--- src/rtl/nmcu_pkg.sv ---
// Shared types and sizes for the NMCU memory path: request/response structs
// and the cache arbiter state encoding.
package nmcu_pkg;

    localparam int ADDR_WIDTH   = 32;
    localparam int DATA_WIDTH   = 32;
    localparam int LEN_WIDTH    = 8;
    localparam int MAX_REQ      = 8;
    localparam int REQ_ID_WIDTH = $clog2(MAX_REQ);

    typedef struct packed {
        logic                  valid;
        logic [ADDR_WIDTH-1:0] addr;
        logic [LEN_WIDTH-1:0]  len;
        logic                  write_en;
        logic [DATA_WIDTH-1:0] wdata;
    } mem_req_t;

    typedef struct packed {
        logic                  valid;
        logic [DATA_WIDTH-1:0] rdata;
    } mem_resp_t;

    typedef enum logic [1:0] {
        ARB_IDLE      = 2'd0,
        ARB_ISSUE     = 2'd1,
        ARB_WAIT_RESP = 2'd2
    } arb_state_t;

endpackage

--- src/rtl/nmcu_cache_arbiter_rr_priority_picker.sv ---
// Combinational round-robin picker: searches from last_grant+1 (mod NUM_REQ)
// and returns the first active requester as one-hot, index and an any flag.
module rr_priority_picker
    import nmcu_pkg::*;
#(
    parameter int NUM_REQ = 3
) (
    input  logic [NUM_REQ-1:0]      req_i,
    input  logic [REQ_ID_WIDTH-1:0] last_grant_i,
    output logic [NUM_REQ-1:0]      gnt_o,
    output logic [REQ_ID_WIDTH-1:0] idx_o,
    output logic                    any_o
);

    localparam int IW = (NUM_REQ > 1) ? $clog2(NUM_REQ) : 1;

    int          cand;
    logic [IW-1:0] cand_idx;

    always_comb begin
        // NOTE: every output gets a default first so no path leaves a latch.
        gnt_o    = '0;
        idx_o    = '0;
        any_o    = 1'b0;
        cand     = 0;
        cand_idx = '0;
        for (int off = 1; off <= NUM_REQ; off++) begin
            cand     = (int'(last_grant_i) + off) % NUM_REQ;
            cand_idx = IW'(cand);
            if (!any_o && req_i[cand_idx]) begin
                gnt_o[cand_idx] = 1'b1;
                idx_o           = REQ_ID_WIDTH'(cand);
                any_o           = 1'b1;
            end
        end
    end

endmodule

--- src/rtl/nmcu_cache_arbiter.sv ---
// Single-outstanding arbiter between NMCU requesters and the cache: one
// round-robin grant in IDLE, a one-cycle issue, then wait for data or timeout.
module nmcu_cache_arbiter
    import nmcu_pkg::*;
#(
    parameter int NUM_REQ        = 3,
    parameter int DATA_WIDTH     = nmcu_pkg::DATA_WIDTH,
    parameter int TIMEOUT_CYCLES = 64
) (
    input  logic                       clk,
    input  logic                       rst,
    input  logic [NUM_REQ-1:0]         req_valid_i,
    input  mem_req_t                   req_i [NUM_REQ],
    output logic [NUM_REQ-1:0]         req_ready_o,
    output logic [NUM_REQ-1:0]         resp_valid_o,
    output logic [DATA_WIDTH-1:0]      resp_rdata_o,
    output logic                       resp_err_o,
    output mem_req_t                   cache_req_o,
    input  mem_resp_t                  cache_resp_i,
    output logic                       busy_o,
    output logic [$clog2(NUM_REQ)-1:0] grant_id_o
);

    localparam int GW    = $clog2(NUM_REQ);
    localparam int CNT_W = $clog2(TIMEOUT_CYCLES + 1);

    arb_state_t              state_q, state_d;
    logic [REQ_ID_WIDTH-1:0] last_q, last_d;
    logic [REQ_ID_WIDTH-1:0] owner_q, owner_d;
    logic [CNT_W-1:0]        cnt_q, cnt_d;
    mem_req_t                req_q, req_d;

    logic [NUM_REQ-1:0]      pick_gnt;
    logic [REQ_ID_WIDTH-1:0] pick_idx;
    logic                    pick_any;

    rr_priority_picker #(.NUM_REQ(NUM_REQ)) u_picker (
        .req_i        (req_valid_i),
        .last_grant_i (last_q),
        .gnt_o        (pick_gnt),
        .idx_o        (pick_idx),
        .any_o        (pick_any)
    );

    always_comb begin
        state_d      = state_q;
        last_d       = last_q;
        owner_d      = owner_q;
        cnt_d        = cnt_q;
        req_d        = req_q;
        req_ready_o  = '0;
        resp_valid_o = '0;
        resp_rdata_o = '0;
        resp_err_o   = 1'b0;
        cache_req_o  = '0;
        busy_o       = (state_q != ARB_IDLE);

        // While reset is held nothing may be accepted or completed.
        if (!rst) begin
            case (state_q)
                ARB_IDLE: begin
                    if (pick_any) begin
                        req_ready_o = pick_gnt;
                        for (int i = 0; i < NUM_REQ; i++) begin
                            if (pick_gnt[i]) req_d = req_i[i];
                        end
                        owner_d = pick_idx;
                        last_d  = pick_idx;
                        state_d = ARB_ISSUE;
                    end
                end
                ARB_ISSUE: begin
                    cache_req_o       = req_q;
                    cache_req_o.valid = 1'b1;
                    if (req_q.write_en) begin
                        resp_valid_o = NUM_REQ'(1) << owner_q;
                        state_d      = ARB_IDLE;
                    end else if (cache_resp_i.valid) begin
                        resp_valid_o = NUM_REQ'(1) << owner_q;
                        resp_rdata_o = cache_resp_i.rdata;
                        state_d      = ARB_IDLE;
                    end else begin
                        cnt_d   = CNT_W'(1);
                        state_d = ARB_WAIT_RESP;
                    end
                end
                ARB_WAIT_RESP: begin
                    if (cache_resp_i.valid) begin
                        resp_valid_o = NUM_REQ'(1) << owner_q;
                        resp_rdata_o = cache_resp_i.rdata;
                        state_d      = ARB_IDLE;
                    end else if (cnt_q == CNT_W'(TIMEOUT_CYCLES)) begin
                        resp_valid_o = NUM_REQ'(1) << owner_q;
                        resp_err_o   = 1'b1;
                        state_d      = ARB_IDLE;
                    end else begin
                        cnt_d = cnt_q + CNT_W'(1);
                    end
                end
                default: state_d = ARB_IDLE;
            endcase
        end
    end

    // NOTE: state registers use non-blocking assignments so every flop sees
    // the pre-edge value of its neighbours.
    always_ff @(posedge clk) begin
        if (rst) begin
            state_q <= ARB_IDLE;
            last_q  <= REQ_ID_WIDTH'(NUM_REQ - 1);
            owner_q <= '0;
            cnt_q   <= '0;
            req_q   <= '0;
        end else begin
            state_q <= state_d;
            last_q  <= last_d;
            owner_q <= owner_d;
            cnt_q   <= cnt_d;
            req_q   <= req_d;
        end
    end

    assign grant_id_o = owner_q[GW-1:0];

endmodule

--- config.mk ---
export PLATFORM = sky130hd
export DESIGN_NAME = nmcu_cache_arbiter
export DESIGN_NICKNAME = d
export VERILOG_FILES = /design/src/rtl/nmcu_pkg.sv /design/src/rtl/nmcu_cache_arbiter_rr_priority_picker.sv /design/src/rtl/nmcu_cache_arbiter.sv
export SDC_FILE = /design/constraint.sdc
export NUM_CORES = 1
export LEC_CHECK = 0
export CAP_MARGIN = 10
export CELL_PAD_IN_SITES_DETAIL_PLACEMENT = 2
export CELL_PAD_IN_SITES_GLOBAL_PLACEMENT = 2
export CORE_MARGIN = 2
export CORE_UTILIZATION = 20
export DETAILED_ROUTE_END_ITERATION = 16
export HOLD_SLACK_MARGIN = 0.02
export PLACE_DENSITY = 0.89
export SLEW_MARGIN = 30
export SYNTH_ARGS = -nofsm -noshare
export SYNTH_HDL_FRONTEND = slang
export SYNTH_SLANG_ARGS = --single-unit
export TNS_END_PERCENT = 10
--- constraint.sdc ---
create_clock -name clk -period 7.8 [get_ports clk]
set_input_delay 1.17 -clock clk [delete_from_list [all_inputs] [get_ports clk]]
set_output_delay 1.17 -clock clk [all_outputs]
set_load 0.01 [all_outputs]
==> flow_summary_export.csv <==
group,metric,value,unit
run_status,status,"completed",
worst_setup_path,crit_path_max_fanout,16,
hold_path,hold_path.class,"reg2reg",
logic_synthesis,yosysWarnings,0,
clocking,cts_max_level,3,
worst_setup_path,startpoint_type,"flip-flop",
logic_synthesis,synthesis.nets,1139,
clocking,cts.repair.resized,0,
logic_synthesis,yosysMostFrequentCell,"and2_1",
logic_synthesis,synth_area,6580,µm²
clocking,clock-root-buffer,"clkbuf_16",
die,row_count,66,
worst_setup_path,reg2reg_to,"req_q[62]",
drt,num_vias,7819,
grt,antenna_found_initial,0,
flow_run,maxCapViolCount,0,
timing,fin_skew,9.84,ps
clocking,cts.sinks,86,
worst_setup_path,worst_r2r_startpoint,"last_q[1]",
final_layout,multi_input_area,4430,µm²
logic_synthesis,yosysSeqAreaShare,26.2,%
logic_synthesis,syn_avg_cell_area,7.68,µm²
logic_synthesis,ys_seq_elements,86,
logic_synthesis,synth_common_cells,"108 x and2_1, 92 x nor2_1, 86 x dfxtp_1",
worst_setup_path,arrival,5950,ps
logic_synthesis,synth_top_area_share,26.2,%
grt,grt_pass1_vias,8851,
hold_path,whs_path_depth,1,
worst_setup_path,critPathSlowestCell,"dfxtp_1",
hold_path,holdPathEnd,"req_q[3]",
final_layout,num-nets-final,1465,
logic_synthesis,synth_edf_count,0,
logic_synthesis,synthArstFlopShare,0,%
final_layout,drive_gt1_share,5.98,%
grt,overflow,0,
clocking,cts_buffer_depth,2,
worst_setup_path,crit_path_end_kind,"output pin",
timing,timing.fmax,140,MHz
grt,grtUsageTotal,19.3,%
timing,setup_viol,0,
clocking,cts_tree,"done",
drt,route.detailed.drc,0,
logic_synthesis,synth.area.top_cells,"dfxtp_1 26%, and2_1 10%, o2bb2ai_1 9.6%",
worst_setup_path,reg2reg_depth,20,
grt,grt_pass1_wl,51100,µm
drt,firstDrtPassIters,4,
timing,relSlewSlack,43.8,%
placement,io_buffers,372,
die,initial_core_util,20.3,%
drt,wl_per_cell,20.9,µm
timing,hold_violations,0,
timing,period_needed,7120,ps
drt,drt_iter0_markers,238,
pwr,p_per_area,380,nW/µm²
logic_synthesis,yosysUniqueCellTypes,74,
final_layout,synthToLayoutAreaGrowth,67.8,%
timing,grt_setup_unrepaired,"false",
die,core,32500,µm²
clocking,cts.clk_slew.worst_paths,80,ps
final_layout,fin_cells,1630,
worst_setup_path,crit_chain,"ha_1 > buf_4 > and2_0 > nor2_1 > ha_1 > nor2b_1 > nor3_1 > o21ai_0 > and2_1 > ha_1 > o21bai_1 > or2_1 > o31ai_4 > nor2_2 > buf_4 > a311oi_4 > buf_4 > and2_1 > clkdlybuf4s50_1",
timing,slew_viol_final,0,
clocking,numCtsBuffers,9,
pwr,leakage,4.09,nW
logic_synthesis,synthCells,856,
worst_setup_path,reg2reg_slack,1900,ps
grt,grt_max_degree,66,
clocking,cts_setup_buffers,0,
worst_setup_path,required,6630,ps
drt,vias_per_cell,4.80,
clocking,ctsHoldBuffers,0,
die,die_width,185,µm
pwr,ir_drop,0.275,mV
placement,routabilityCongestion,0.778,
timing,finalCritPeriodShare,91.3,%
final_layout,fill_cells,3693,
die,die_area,34300,µm²
timing,tightest_slew,843,ps
final_layout,ff_latch_area,1720,µm²
worst_setup_path,crit_type,"reg2out",
logic_synthesis,synthFlopType,"dfxtp_1",
logic_synthesis,yosys.area.top_type,"dfxtp_1",
placement,dpl.hpwl,25100,µm
die,io_pins,376,
die,die_h,185,µm
hold_path,worstHoldStart,"req_q[3]",
drt,drtAntennaViolNets,0,
drt,drt-total-wl,34100,µm
timing,tns,0,ps
clocking,insertion_delay,370,ps
worst_setup_path,slowest_delay,560,ps
placement,dp_cells,1613,
## power breakdown
part / internal (mW) / total, mW / switching (mW) / leakage [nW]
Combinational: 1.09 / 3.01 / 1.92 / 3.22
Clock: 0.287 / 0.519 / 0.232 / 0.157
Sequential: 0.589 / 0.665 / 0.0760 / 0.709
## through the flow
stage	utilization, %	cell area (µm²)	power [mW]	hold WS, ps	setup WS (ps)
5_1_grt	34.0	11000	4.56	474	213
2_1_floorplan	-	6580	2.69	424	1920
6_report	34.0	11000	4.20	460	679
4_1_cts	34.0	11000	4.27	465	607
3_3_place_gp	32.8	10700	3.57	436	1320
3_5_place_dp	33.0	10700	3.71	443	1030
## layer usage
metal	global-route usage (%)	wire length, µm	vias to the layer above
met5	0	0	-
met4	5.84	857	0
met3	5.39	2210	41
met2	35.0	17200	217
met1	21.9	13900	3849
li1	-	-	3712
## sequential cells by signal, indices dropped and copies added, names as in the netlist
name,count
req_q,73
cnt_q,7
last_q,2
owner_q,2
state_q,2
## how the worst max path moves through the flow
stage / start / cells past startpoint / slack, ps / end
floorplan: last_q[0] / 21 / 1920 / req_ready_o[1]
global placement: owner_q[2] / 19 / 1320 / req_ready_o[1]
detailed placement: owner_q[2] / 19 / 1030 / req_ready_o[1]
CTS: owner_q[2] / 19 / 610 / req_ready_o[1]
global route: owner_q[2] / 19 / 210 / req_ready_o[1]
finish: owner_q[2] / 19 / 680 / req_ready_o[1]
## worst max-delay path, delay by kind of cell, from the launching register on
family | cells | cell delay (ps)
buffers and inverters | 4 | 1210
DFF | 1 | 560
AOI/OAI and AO/OA | 4 | 1280
adders and majority gates | 3 | 770
and+or+nand+nor | 8 | 1760
## cell families after synthesis
logic type / Yosys count / synth area share (%)
buf+inv: 100 / 7.48
xor+xnor: 12 / 1.71
mux: 6 / 0.932
simple gates: 337 / 25.5
flops: 86 / 26.2
fa+ha+maj: 23 / 4.38
compound gates: 292 / 33.8
## final cells by class
| type | count | share of cell area (%) |
|---|---|---|
| Antenna cell | 1 | 0.0227 |
| Clock buffer | 9 | 2.04 |
| Clock inverter | 7 | 0.930 |
| Inverter | 25 | 0.851 |
| Multi-Input combinational cell | 670 | 40.1 |
| Sequential cell | 86 | 15.6 |
| Tap cell | 442 | 5.01 |
| Timing Repair Buffer | 390 | 35.4 |
## placed cells by master, fill, tap and decap left out, drive strengths merged, types with 6 or more instances in the layout
master	instances
a211oi	79
a21oi	9
and2	109
buf	18
clkbuf	9
clkdlybuf4s50	372
dfxtp	86
ha	23
inv	29
nand2	84
nand2b	6
nand3	8
nor2	94
nor3	11
o21ai	83
o2bb2ai	72
xnor2	7
No activity file was read; power rests on OpenSTA's default activity.
